`config.mk`:
```
export PLATFORM = sky130hd
export DESIGN_NAME = bram_fifo_ctl
export DESIGN_NICKNAME = d
export VERILOG_FILES = /design/src/rtl/bram_fifo_ctl.sv
export SDC_FILE = /design/constraint.sdc
export NUM_CORES = 1
export LEC_CHECK = 0
export BUFFER_PORTS_ARGS = -buffer_cell sky130_fd_sc_hd__buf_2
export CAP_MARGIN = 10
export CORE_ASPECT_RATIO = 0.75
export CORE_MARGIN = 5
export CORE_UTILIZATION = 25
export CTS_CLUSTER_DIAMETER = 200
export DETAILED_ROUTE_END_ITERATION = 8
export MAX_ROUTING_LAYER = met4
export PLACE_DENSITY = 0.43
export SYNTH_ARGS = -nofsm -noshare
export SYNTH_HDL_FRONTEND = slang
export SYNTH_SLANG_ARGS = --single-unit
```
`constraint.sdc`:
```
create_clock -name i_clk -period 4 [get_ports i_clk]
set_input_delay 0.8 -clock i_clk [delete_from_list [all_inputs] [get_ports i_clk]]
set_output_delay 0.8 -clock i_clk [all_outputs]
set_load 0.01 [all_outputs]
```
`src/rtl/bram_fifo_ctl.sv`:
```
// FIFO controller driving both ports of a bram, with a one-word output register
// in front of the read stream; capacity is MEM_MAX+1 words.
module bram_fifo_ctl #(
  parameter int DATA_SZ = 16,
  parameter int ADDR_SZ = 8
) (
  input  logic               i_clk,
  input  logic               i_rst_n,
  input  logic               i_wr_valid,
  output logic               o_wr_ready,
  input  logic [DATA_SZ-1:0] i_wr_data,
  output logic               o_rd_valid,
  input  logic               i_rd_ready,
  output logic [DATA_SZ-1:0] o_rd_data,
  output logic [ADDR_SZ:0]   o_count,
  output logic               o_mem_wr_en,
  output logic [ADDR_SZ-1:0] o_mem_waddr,
  output logic [DATA_SZ-1:0] o_mem_wdata,
  output logic               o_mem_rd_en,
  output logic [ADDR_SZ-1:0] o_mem_raddr,
  input  logic [DATA_SZ-1:0] i_mem_rdata
);

  localparam int               MEM_MAX   = 1 << ADDR_SZ;
  localparam logic [ADDR_SZ:0] MCNT_FULL = (ADDR_SZ+1)'(MEM_MAX);

  logic [ADDR_SZ-1:0] wptr;
  logic [ADDR_SZ-1:0] rptr;
  logic [ADDR_SZ:0]   mcnt;
  logic               out_valid;
  logic [DATA_SZ-1:0] out_data;

  logic wr_xfer;
  logic fetch;
  logic pop;

  // Ready depends only on registered state so upstream never sees a path from i_rd_ready.
  always_comb begin
    o_wr_ready = i_rst_n & (mcnt != MCNT_FULL);
    wr_xfer    = i_wr_valid & o_wr_ready;
    fetch      = (mcnt != '0) & (~out_valid | i_rd_ready);
    pop        = out_valid & i_rd_ready;
  end

  assign o_mem_wr_en = wr_xfer;
  assign o_mem_waddr = wptr;
  assign o_mem_wdata = i_wr_data;
  assign o_mem_rd_en = fetch;
  assign o_mem_raddr = rptr;

  assign o_rd_valid = out_valid;
  assign o_rd_data  = out_data;
  assign o_count    = mcnt + {{ADDR_SZ{1'b0}}, out_valid};

  always_ff @(posedge i_clk or negedge i_rst_n) begin
    if (!i_rst_n) begin
      wptr      <= '0;
      rptr      <= '0;
      mcnt      <= '0;
      out_valid <= 1'b0;
      out_data  <= '0;
    end else begin
      if (wr_xfer) wptr <= wptr + ADDR_SZ'(1);
      if (fetch)   rptr <= rptr + ADDR_SZ'(1);

      case ({wr_xfer, fetch})
        2'b10:   mcnt <= mcnt + (ADDR_SZ+1)'(1);
        2'b01:   mcnt <= mcnt - (ADDR_SZ+1)'(1);
        default: mcnt <= mcnt;
      endcase

      if (fetch) begin
        out_data  <= i_mem_rdata;
        out_valid <= 1'b1;
      end else if (pop) begin
        out_valid <= 1'b0;
      end
    end
  end

endmodule

```
# Word-level counts from Yosys, hierarchy flattened
# Index checks and enable logic that the tools add are counted.
[totals] regBits=42 elab_cells=25 in_bits=36 output_inout_bits=61
[classes] n_eq_ne=3 n_addsub=5 reduce_logical=3 muxes=3 bitwise=6
[op_table] operator="$pmux 9 s2" n=1
[op_table] operator="$add 8x1->8 const B" n=2
[op_table] operator="$add 9x1->9" n=1
[op_table] operator="$add 9x1->9 const B" n=1
[op_table] operator="$ne 9x9->1 const B" n=1
[op_table] operator="$reduce_bool 9->1" n=1
[op_table] operator="$sub 9x1->9 const B" n=1
[op_table] operator="$and 1x1->1" n=4
[op_table] operator="$reduce_bool 2->1" n=2
[op_table] operator="$eq 2x1->1 const B" n=1
[op_table] operator="$eq 2x2->1 const B" n=1
[op_table] operator="$mux 1" n=2
[op_table] operator="$not 1->1" n=1
[op_table] operator="$or 1x1->1" n=1

# Logic depth before layout (Yosys ltp)
# Gate-level depths: netlist (run 1).
[logic_depth] word_depth=5 depth_mapped=12 depth_no_buf=11

# Worst setup path after synthesis (run 1)
# No wires, ideal clock.
[synth_path] path_type="reg2reg" start="register mcnt[1]" end="register mcnt[8]" path_buffers=1 stages_incl_launch_ff=13 setup_time_ns=0.078 synth_period_minus_slack_ns=2.995 t_required_ns=3.922 arrival_ns=2.917 setup_slack_ns=1.005 path_cell_list="dfrtp_1 nor4_2 nand3_1 and3_1 buf_6 inv_1 ha_1 ha_1 a21oi_1 o221ai_1 a21oi_1 mux2i_1 o2bb2ai_1"
[synth_between] elab_chain_cells=5 elab_cells_between_ends=11 cone_classes="2 x add/sub; 3 x eq/ne; 1 x mux; 3 x bitwise; 2 x reduce/logical"
[synth_rtl] element="from (decl)" line_no="29" rtl="logic [ADDR_SZ:0] mcnt;"
[synth_rtl] element="from (signal assigned)" line_no="67" rtl="2'b10: mcnt <= mcnt + (ADDR_SZ+1)'(1);"
[synth_rtl] element="from (signal assigned)" line_no="68" rtl="2'b01: mcnt <= mcnt - (ADDR_SZ+1)'(1);"
[synth_rtl] element="from (signal assigned)" line_no="69" rtl="default: mcnt <= mcnt;"
[synth_rtl] element="$ne 9x9->1 *" line_no="39" rtl="o_wr_ready = i_rst_n & (mcnt != MCNT_FULL);"
[synth_rtl] element="$and 1x1->1 *" line_no="39"
[synth_rtl] element="$and 1x1->1 *" line_no="40" rtl="wr_xfer = i_wr_valid & o_wr_ready;"
[synth_rtl] element="via o_mem_wr_en" line_no="16" rtl="output logic o_mem_wr_en,"
[synth_rtl] element="$eq 2x1->1 / $eq 2x2->1 (equally long branches)" line_no="66" rtl="case ({wr_xfer, fetch})"
[synth_rtl] element="$pmux 9 s2 / $reduce_bool 2->1 (equally long branches)"
# The timed path passes the listed nets; every way through them passes the cells marked *.
# A chain may end at the register's enable or synchronous reset.

# Worst setup path in the final report (run 1)
[layout_path] start="register mcnt[1]" end="register mcnt[8]"
[layout_between] elab_chain_cells=5 elab_cells_between_ends=11 cone_classes="2 x add/sub; 3 x eq/ne; 1 x mux; 3 x bitwise; 2 x reduce/logical"
[layout_rtl] element="$ne 9x9->1" line_no="39"
[layout_rtl] element="$and 1x1->1" line_no="39"
[layout_rtl] element="$and 1x1->1" line_no="40"
[layout_rtl] element="$eq 2x1->1 / $eq 2x2->1 (equally long branches)" line_no="66"
[layout_rtl] element="$pmux 9 s2 / $reduce_bool 2->1 (equally long branches)"
# Parallel ways exist; a longest one is shown, timed or not.

==> flow_results.xml, run 1 <==
<?xml version="1.0" encoding="UTF-8"?>
<metrics>
  <group name="worst_setup_path">
    <metric name="slowest_stage" unit="">sky130_fd_sc_hd__dfrtp_1</metric>
    <metric name="crit_cells" unit="">11</metric>
    <metric name="r2r_endpoint" unit="">mcnt[8]</metric>
    <metric name="worst-endpoint-required" unit="ps">4210</metric>
    <metric name="timing.critical_path.from_type" unit="">flop</metric>
    <metric name="timing.critical_path.max_delay_family" unit="">simple AND/OR/NAND/NOR gates</metric>
    <metric name="critical_path_sink" unit="">mcnt[8]</metric>
    <metric name="path_class" unit="">flop to flop</metric>
    <metric name="worst-r2r-cell-count" unit="">11</metric>
    <metric name="timing.reg2reg.setup_slack" unit="ps">440</metric>
    <metric name="timing.critical_path.fanout_max" unit="">12</metric>
    <metric name="crit_path_max_incr_delay" unit="ps">490</metric>
    <metric name="setup.worst_path.start" unit="">mcnt[1]</metric>
    <metric name="r2r_start" unit="">mcnt[1]</metric>
    <metric name="critPathCaptureType" unit="">flop</metric>
    <metric name="worst_ep_arrival_time" unit="ps">3770</metric>
    <metric name="worstPathBufferInverterCount" unit="">1</metric>
    <metric name="crit_chain" unit="">nor4_2, nand3_1, and3_1, inv_1, ha_1, ha_1, a21oi_1, o221ai_1, a21oi_1, mux2i_1, o2bb2ai_1</metric>
  </group>
  <group name="place">
    <metric name="place_area" unit="um^2">2660</metric>
    <metric name="gp_routability_congestion" unit="">0.807</metric>
    <metric name="port_buffers" unit="">64</metric>
    <metric name="post-place-cells" unit="">380</metric>
    <metric name="post-dp-hpwl" unit="um">3800</metric>
  </group>
  <group name="global_routing">
    <metric name="antenna_found_initial" unit="">0</metric>
    <metric name="grt_max_degree" unit="">44</metric>
    <metric name="first_global_vias" unit="">1681</metric>
    <metric name="grt_pass1_wl" unit="um">8730</metric>
    <metric name="grt_use_total" unit="%">10.1</metric>
    <metric name="grt_overflow" unit="">0</metric>
  </group>
  <group name="sta">
    <metric name="period_minus_slack" unit="ps">3560</metric>
    <metric name="slew_headroom" unit="%">61.8</metric>
    <metric name="rsz0062_at_grt" unit="">no</metric>
    <metric name="final_slew_viol_count" unit="">0</metric>
    <metric name="max_frequency" unit="MHz">281</metric>
    <metric name="setup-violations-final" unit="">0</metric>
    <metric name="clock-skew-final" unit="ps">2.76</metric>
    <metric name="final-hold-violation-count" unit="">0</metric>
    <metric name="final_min_period_over_clock_period" unit="%">88.9</metric>
    <metric name="totalNegativeSetupSlack" unit="ps">0</metric>
    <metric name="tightest_slew" unit="ps">574</metric>
  </group>
  <group name="routing">
    <metric name="drt_first_pass_iters" unit="">4</metric>
    <metric name="viasPerCell" unit="">4.30</metric>
    <metric name="finalWirelength" unit="um">5270</metric>
    <metric name="routedWlPerCell" unit="um">13.6</metric>
    <metric name="drcViolationCount" unit="">0</metric>
    <metric name="detail_route_antenna_nets" unit="">0</metric>
    <metric name="vias" unit="">1668</metric>
    <metric name="drt_iter0_drc" unit="">57</metric>
  </group>
  <group name="cts">
    <metric name="root_buffer" unit="">sky130_fd_sc_hd__clkbuf_16</metric>
    <metric name="cts-root-to-sink-buffers" unit="">2</metric>
    <metric name="clock_transition_time_at_the_flip_flop_clock_pins_of_the_worst_setup_and_hold_paths" unit="ps">60</metric>
    <metric name="cts_tree" unit="">done</metric>
    <metric name="cts-resized-gates" unit="">0</metric>
    <metric name="worst_skew_pair.late_latency" unit="ps">290</metric>
    <metric name="clock_sink_count" unit="">42</metric>
    <metric name="h-tree-depth" unit="">2</metric>
    <metric name="cts_hold_buf" unit="">0</metric>
    <metric name="cts_setup_buffers" unit="">0</metric>
    <metric name="cts_made_buffers" unit="">5</metric>
  </group>
  <group name="floorplanning">
    <metric name="die_w" unit="um">121</metric>
    <metric name="design.portCount" unit="">97</metric>
    <metric name="die_area" unit="um^2">11300</metric>
    <metric name="core_area" unit="um^2">9050</metric>
    <metric name="rows" unit="">30</metric>
    <metric name="die_height" unit="um">93.4</metric>
    <metric name="initial_core_util" unit="%">25.7</metric>
  </group>
  <group name="finish">
    <metric name="design.final.nets" unit="">308</metric>
    <metric name="post-route-cell-area" unit="um^2">2810</metric>
    <metric name="most-common-layout-cells" unit="">sky130_fd_sc_hd__buf_2 (64), sky130_fd_sc_hd__dfrtp_1 (42), sky130_fd_sc_hd__xnor2_1 (23), sky130_fd_sc_hd__mux2_2 (18), sky130_fd_sc_hd__nand2_1 (15)</metric>
    <metric name="area_added_between_synthesis_and_finish" unit="%">20.9</metric>
    <metric name="num_antenna_cells" unit="">0</metric>
    <metric name="instances_no_fill" unit="">388</metric>
    <metric name="post_route_cells_drive_above_1_share" unit="%">38.1</metric>
    <metric name="layout.core_utilization" unit="%">31.0</metric>
    <metric name="most_common_library_cell_in_the_layout_ignoring_fill_and_taps" unit="">sky130_fd_sc_hd__buf_2</metric>
  </group>
  <group name="flow_run">
    <metric name="max_cap_violations" unit="">0</metric>
  </group>
  <group name="status">
    <metric name="status" unit="">finished, final reports clean</metric>
  </group>
  <group name="yosys">
    <metric name="synthesized_netlist_cell_count" unit="">207</metric>
    <metric name="synthesis.yosys.warnings" unit="">0</metric>
    <metric name="synth_fp_nets" unit="">256</metric>
    <metric name="synth.ff_latch_count" unit="">42</metric>
    <metric name="synth_cell_types" unit="">35</metric>
    <metric name="netlist_area" unit="um^2">2320</metric>
    <metric name="avg_cell_area_syn" unit="um^2">11.2</metric>
    <metric name="synth.yosys.seq_area_share" unit="%">45.3</metric>
  </group>
  <group name="power_and_ir_drop">
    <metric name="power.leakage" unit="nW">1.28</metric>
    <metric name="power_density" unit="nW/um^2">718</metric>
    <metric name="ir_drop" unit="mV">0.198</metric>
  </group>
  <group name="min_path">
    <metric name="hold_class" unit="">flop to flop</metric>
  </group>
</metrics>
[per-layer routing]
metal	track usage (%)	routed length [um]	share of wire [%]	up-vias
met4	3.17	60	1.1	0
met1	14.9	2820	53	786
met2	12.3	1990	38	60
met5	-	0	0	-
met3	3.87	405	7.7	8
li1	-	-	-	814
[stage by stage]
| stage | power, W | setup slack [ps] | hold slack [ps] |
|---|---|---|---|
| 2_1_floorplan | 0.00132 | 1000 | 504 |
| 3_3_place_gp | 0.00161 | 617 | 453 |
| 3_5_place_dp | 0.00160 | 486 | 463 |
| 4_1_cts | 0.00205 | 437 | 471 |
| 5_1_grt | 0.00219 | 117 | 500 |
| 6_report | 0.00202 | 443 | 459 |
[state kept, by name (all words and copies together), names as in the netlist]
register / count
o_mem_waddr: 8
o_rd_data: 16
o_mem_raddr: 8
mcnt: 9
o_rd_valid: 1
[worst min-delay path by stage]
stage	startpoint	end	cells past startpoint
final	o_mem_raddr[7]	o_mem_raddr[7]	1
after global routing	o_mem_raddr[7]	o_mem_raddr[7]	1
after CTS	o_mem_raddr[7]	o_mem_raddr[7]	1
after detailed placement	o_mem_raddr[7]	o_mem_raddr[7]	1
after global placement	o_mem_raddr[7]	o_mem_raddr[7]	1
after floorplan	i_rst_n	mcnt[0]	0
[cells in the mapped netlist]
master                      number  area [um^2]
sky130_fd_sc_hd__a21oi_1         6         30.0
sky130_fd_sc_hd__a31oi_1         1         6.26
sky130_fd_sc_hd__a31oi_2         1         12.5
sky130_fd_sc_hd__and2_1          1         6.26
sky130_fd_sc_hd__and2_2          1         7.51
sky130_fd_sc_hd__and3_1          4         25.0
sky130_fd_sc_hd__and3_2          1         7.51
sky130_fd_sc_hd__buf_4          16          120
sky130_fd_sc_hd__buf_6           3         33.8
sky130_fd_sc_hd__clkbuf_1        2         7.51
sky130_fd_sc_hd__dfrtp_1        42         1050
sky130_fd_sc_hd__fa_1            1         20.0
sky130_fd_sc_hd__ha_1           12          150
sky130_fd_sc_hd__inv_1           7         26.3
sky130_fd_sc_hd__mux2_2         18          203
sky130_fd_sc_hd__mux2_4          1         15.0
sky130_fd_sc_hd__mux2i_1         2         20.0
sky130_fd_sc_hd__nand2_1        15         56.3
sky130_fd_sc_hd__nand3_1         3         15.0
sky130_fd_sc_hd__nand4_1        11         68.8
sky130_fd_sc_hd__nor2_1          7         26.3
sky130_fd_sc_hd__nor2b_1         1         6.26
sky130_fd_sc_hd__nor3_1          2         10.0
sky130_fd_sc_hd__nor3b_1         2         15.0
sky130_fd_sc_hd__nor4_2          2         25.0
sky130_fd_sc_hd__o211ai_1        2         15.0
sky130_fd_sc_hd__o21ai_0         8         40.0
sky130_fd_sc_hd__o221ai_1        1         8.76
sky130_fd_sc_hd__o22ai_1         1         6.26
sky130_fd_sc_hd__o2bb2ai_1       1         8.76
sky130_fd_sc_hd__o41a_1          1         11.3
sky130_fd_sc_hd__or2_2           1         6.26
sky130_fd_sc_hd__or3_1           1         6.26
sky130_fd_sc_hd__xnor2_1        23          201
sky130_fd_sc_hd__xor2_1          6         52.6
[cell families after synthesis]
group           Yosys count  synth area share [%]
xor+xnor                 29                  10.9
fa+ha+maj                13                  7.33
simple gates             52                  12.1
mux                      21                  10.2
flops                    42                  45.3
buf+inv                  28                  8.09
compound gates           22                  5.98
[report_power, final]
| part | internal [W] | switching [W] |
|---|---|---|
| Sequential | 0.000558 | 0.000187 |
| Combinational | 0.000412 | 0.000437 |
| Clock | 0.000247 | 0.000173 |
| Total | 0.00122 | 0.000797 |
[final cells by class]
| class | count | area (um^2) |
|---|---|---|
| Clock inverter | 2 | 12.5 |
| Timing Repair Buffer | 66 | 335 |
| Sequential cell | 42 | 1050 |
| Inverter | 7 | 26.3 |
| Multi-Input combinational cell | 137 | 1080 |
| Tap cell | 128 | 160 |
| Clock buffer | 6 | 139 |
| Fill cell | 957 | 6240 |
Note: power is estimated with default switching activity, not from simulation.
==> inputs of run 2 (changes only) <==
==> constraint.sdc (replaced) <==
create_clock -name i_clk -period 4 [get_ports i_clk]
set_input_delay 0 -clock i_clk [delete_from_list [all_inputs] [get_ports i_clk]]
set_output_delay 0 -clock i_clk [all_outputs]
set_load 0.01 [all_outputs]
==> run 2 against run 1 <==
Effect of this change:
- combinational power rose by 0.9%
- critical path depth unchanged
- via count increased by 2.3%
- sequential cell count is the same
- die area unchanged
- register-to-register slack better by 310 ps
- cell count up 4.6%
- critical path type unchanged
==> flow_results.xml, run 2 (same netlist as run 1, synthesis figures left out) <==
<?xml version="1.0" encoding="UTF-8"?>
<metrics>
  <group name="cts">
    <metric name="cts_tree" unit="">done</metric>
    <metric name="clock_transition_time_at_the_flip_flop_clock_pins_of_the_worst_setup_and_hold_paths" unit="ps">60</metric>
    <metric name="cts_setup_buffers" unit="">0</metric>
    <metric name="root_buffer" unit="">sky130_fd_sc_hd__clkbuf_16</metric>
    <metric name="cts_made_buffers" unit="">5</metric>
    <metric name="clock_sink_count" unit="">42</metric>
    <metric name="cts-root-to-sink-buffers" unit="">2</metric>
    <metric name="worst_skew_pair.late_latency" unit="ps">280</metric>
    <metric name="h-tree-depth" unit="">2</metric>
  </group>
  <group name="finish">
    <metric name="post_route_cells_drive_above_1_share" unit="%">36.0</metric>
    <metric name="design.final.nets" unit="">326</metric>
    <metric name="most_common_library_cell_in_the_layout_ignoring_fill_and_taps" unit="">sky130_fd_sc_hd__buf_2</metric>
    <metric name="area_added_between_synthesis_and_finish" unit="%">28.6</metric>
    <metric name="largest_register_ff_count" unit="">16</metric>
    <metric name="num_antenna_cells" unit="">0</metric>
    <metric name="most-common-layout-cells" unit="">sky130_fd_sc_hd__buf_2 (64), sky130_fd_sc_hd__dfrtp_1 (42), sky130_fd_sc_hd__xnor2_1 (23), sky130_fd_sc_hd__mux2_2 (18), sky130_fd_sc_hd__dlygate4sd3_1 (17)</metric>
    <metric name="post-route-cell-area" unit="um^2">2980</metric>
  </group>
  <group name="worst_setup_path">
    <metric name="worst_ep_arrival_time" unit="ps">3450</metric>
    <metric name="timing.critical_path.fanout_max" unit="">10</metric>
    <metric name="timing.critical_path.from_type" unit="">flop</metric>
    <metric name="path_class" unit="">flop to flop</metric>
    <metric name="worst-r2r-cell-count" unit="">11</metric>
    <metric name="critPathCaptureType" unit="">flop</metric>
    <metric name="worst-endpoint-required" unit="ps">4210</metric>
    <metric name="timing.reg2reg.setup_slack" unit="ps">750</metric>
    <metric name="r2r_endpoint" unit="">mcnt[8]</metric>
    <metric name="r2r_start" unit="">mcnt[1]</metric>
  </group>
  <group name="global_routing">
    <metric name="busiest_layer" unit="">met2</metric>
    <metric name="grt_use_met2" unit="%">14.7</metric>
    <metric name="first_global_vias" unit="">1753</metric>
    <metric name="grt_use_met3" unit="%">3.57</metric>
    <metric name="global_route.usage.met1" unit="%">14.1</metric>
    <metric name="grt_use_total" unit="%">10.2</metric>
    <metric name="antenna_found_initial" unit="">0</metric>
    <metric name="grt_overflow" unit="">0</metric>
    <metric name="grt_pass1_wl" unit="um">9030</metric>
    <metric name="grt_max_degree" unit="">44</metric>
  </group>
  <group name="sta">
    <metric name="slew_headroom" unit="%">61.8</metric>
    <metric name="final_slew_viol_count" unit="">0</metric>
    <metric name="rsz0062_at_grt" unit="">no</metric>
    <metric name="clock-skew-final" unit="ps">6.94</metric>
    <metric name="setup-violations-final" unit="">0</metric>
    <metric name="period_minus_slack" unit="ps">3250</metric>
    <metric name="final-hold-violation-count" unit="">0</metric>
    <metric name="tightest_slew" unit="ps">573</metric>
    <metric name="totalNegativeSetupSlack" unit="ps">0</metric>
    <metric name="final_min_period_over_clock_period" unit="%">81.1</metric>
    <metric name="max_frequency" unit="MHz">308</metric>
  </group>
  <group name="floorplanning">
    <metric name="initial_core_util" unit="%">25.7</metric>
    <metric name="die_w" unit="um">121</metric>
    <metric name="die_height" unit="um">93.4</metric>
    <metric name="rows" unit="">30</metric>
    <metric name="core_area" unit="um^2">9050</metric>
    <metric name="design.portCount" unit="">97</metric>
    <metric name="die_area" unit="um^2">11300</metric>
  </group>
  <group name="min_path">
    <metric name="worst_hold_path.num_cells" unit="">0</metric>
    <metric name="hold_path.startpoint" unit="">i_wr_data[0]</metric>
    <metric name="hold_path_end" unit="">o_mem_wdata[0]</metric>
    <metric name="hold_class" unit="">input pin to output port</metric>
  </group>
  <group name="place">
    <metric name="gp_routability_congestion" unit="">0.795</metric>
    <metric name="port_buffers" unit="">64</metric>
    <metric name="post-dp-hpwl" unit="um">3860</metric>
    <metric name="place_area" unit="um^2">2660</metric>
  </group>
  <group name="routing">
    <metric name="routedWlPerCell" unit="um">13.5</metric>
    <metric name="finalWirelength" unit="um">5480</metric>
    <metric name="drt_iter0_drc" unit="">77</metric>
    <metric name="viasPerCell" unit="">4.20</metric>
    <metric name="detail_route_antenna_nets" unit="">0</metric>
    <metric name="vias" unit="">1706</metric>
    <metric name="drt_first_pass_iters" unit="">4</metric>
    <metric name="drcViolationCount" unit="">0</metric>
  </group>
  <group name="power_and_ir_drop">
    <metric name="power_density" unit="nW/um^2">677</metric>
    <metric name="power.leakage" unit="nW">1.35</metric>
    <metric name="ir_drop" unit="mV">0.212</metric>
  </group>
  <group name="flow_run">
    <metric name="max_cap_violations" unit="">0</metric>
  </group>
  <group name="status">
    <metric name="status" unit="">finished, final reports clean</metric>
  </group>
</metrics>
## run 2: cell types whose count changed in the layout (fill, tap and decap cells not counted), sizes merged
cell / previous run / this run
dlygate4sd3: 0 / 17
buf: 66 / 67
## run 2: cell type report
| type | instances | area, um^2 |
|---|---|---|
| fill | 953 | 6060 |
| multi-input combinational | 137 | 1080 |
| sequential | 42 | 1050 |
| timing repair buffer | 84 | 513 |
| tap | 128 | 160 |
| clock buffer | 6 | 139 |
| inverter | 7 | 26.3 |
| clock inverter | 2 | 12.5 |
## run 2: metal layers
layer | share of wire [%] | routed length (um) | vias to the layer above
li1 | - | - | 846
met1 | 50 | 2750 | 798
met2 | 42 | 2280 | 60
met3 | 7.9 | 434 | 2
met4 | 0.31 | 17 | 0
met5 | 0 | 0 | -
## run 2: worst max-delay path by stage
stage          startpoint  endpoint  slack [ps]  cells past startpoint
2_1_floorplan     mcnt[1]   mcnt[8]        1000                     12
3_3_place_gp      mcnt[1]   mcnt[8]         900                     11
3_5_place_dp      mcnt[1]   mcnt[8]         780                     11
4_1_cts           mcnt[1]   mcnt[8]         750                     11
5_1_grt           mcnt[1]   mcnt[8]         470                     11
6_report          mcnt[1]   mcnt[8]         750                     11
## run 2: timing repair
item / CTS / global route
hold endpoints to repair: 58 / 0
gates resized for setup: 0 / 0
hold buffers: 17 / 0
## run 2: critical path: stages, from the launching register on
cell	delay [ps]
sky130_fd_sc_hd__dfrtp_1	480
sky130_fd_sc_hd__nor4_2	450
sky130_fd_sc_hd__nand3_1	140
sky130_fd_sc_hd__and3_1	350
sky130_fd_sc_hd__inv_1	100
sky130_fd_sc_hd__ha_1	310
sky130_fd_sc_hd__ha_1	340
sky130_fd_sc_hd__a21oi_1	250
sky130_fd_sc_hd__o221ai_1	210
sky130_fd_sc_hd__a21oi_1	220
sky130_fd_sc_hd__mux2i_1	200
sky130_fd_sc_hd__o2bb2ai_1	120
## run 2: where the power goes
| part | leakage, nW | switching, W | internal [W] |
|---|---|---|---|
| combinational | 0.773 | 0.000434 | 0.000423 |
| sequential | 0.506 | 0.000192 | 0.000558 |
| clock | 0.0729 | 0.000164 | 0.000247 |
## run 2: stage by stage
step	std cells	hold WS, ps	setup slack (ps)	total power [W]	utilization, %
6_report	406	0.00389	754	0.00202	33.0
5_1_grt	406	0.0167	470	0.00220	33.0
4_1_cts	406	0.0686	748	0.00206	33.0
3_5_place_dp	381	0.0686	785	0.00161	29.4
3_3_place_gp	381	0.0686	896	0.00162	29.4
2_1_floorplan	207	-296	1000	0.00132	-
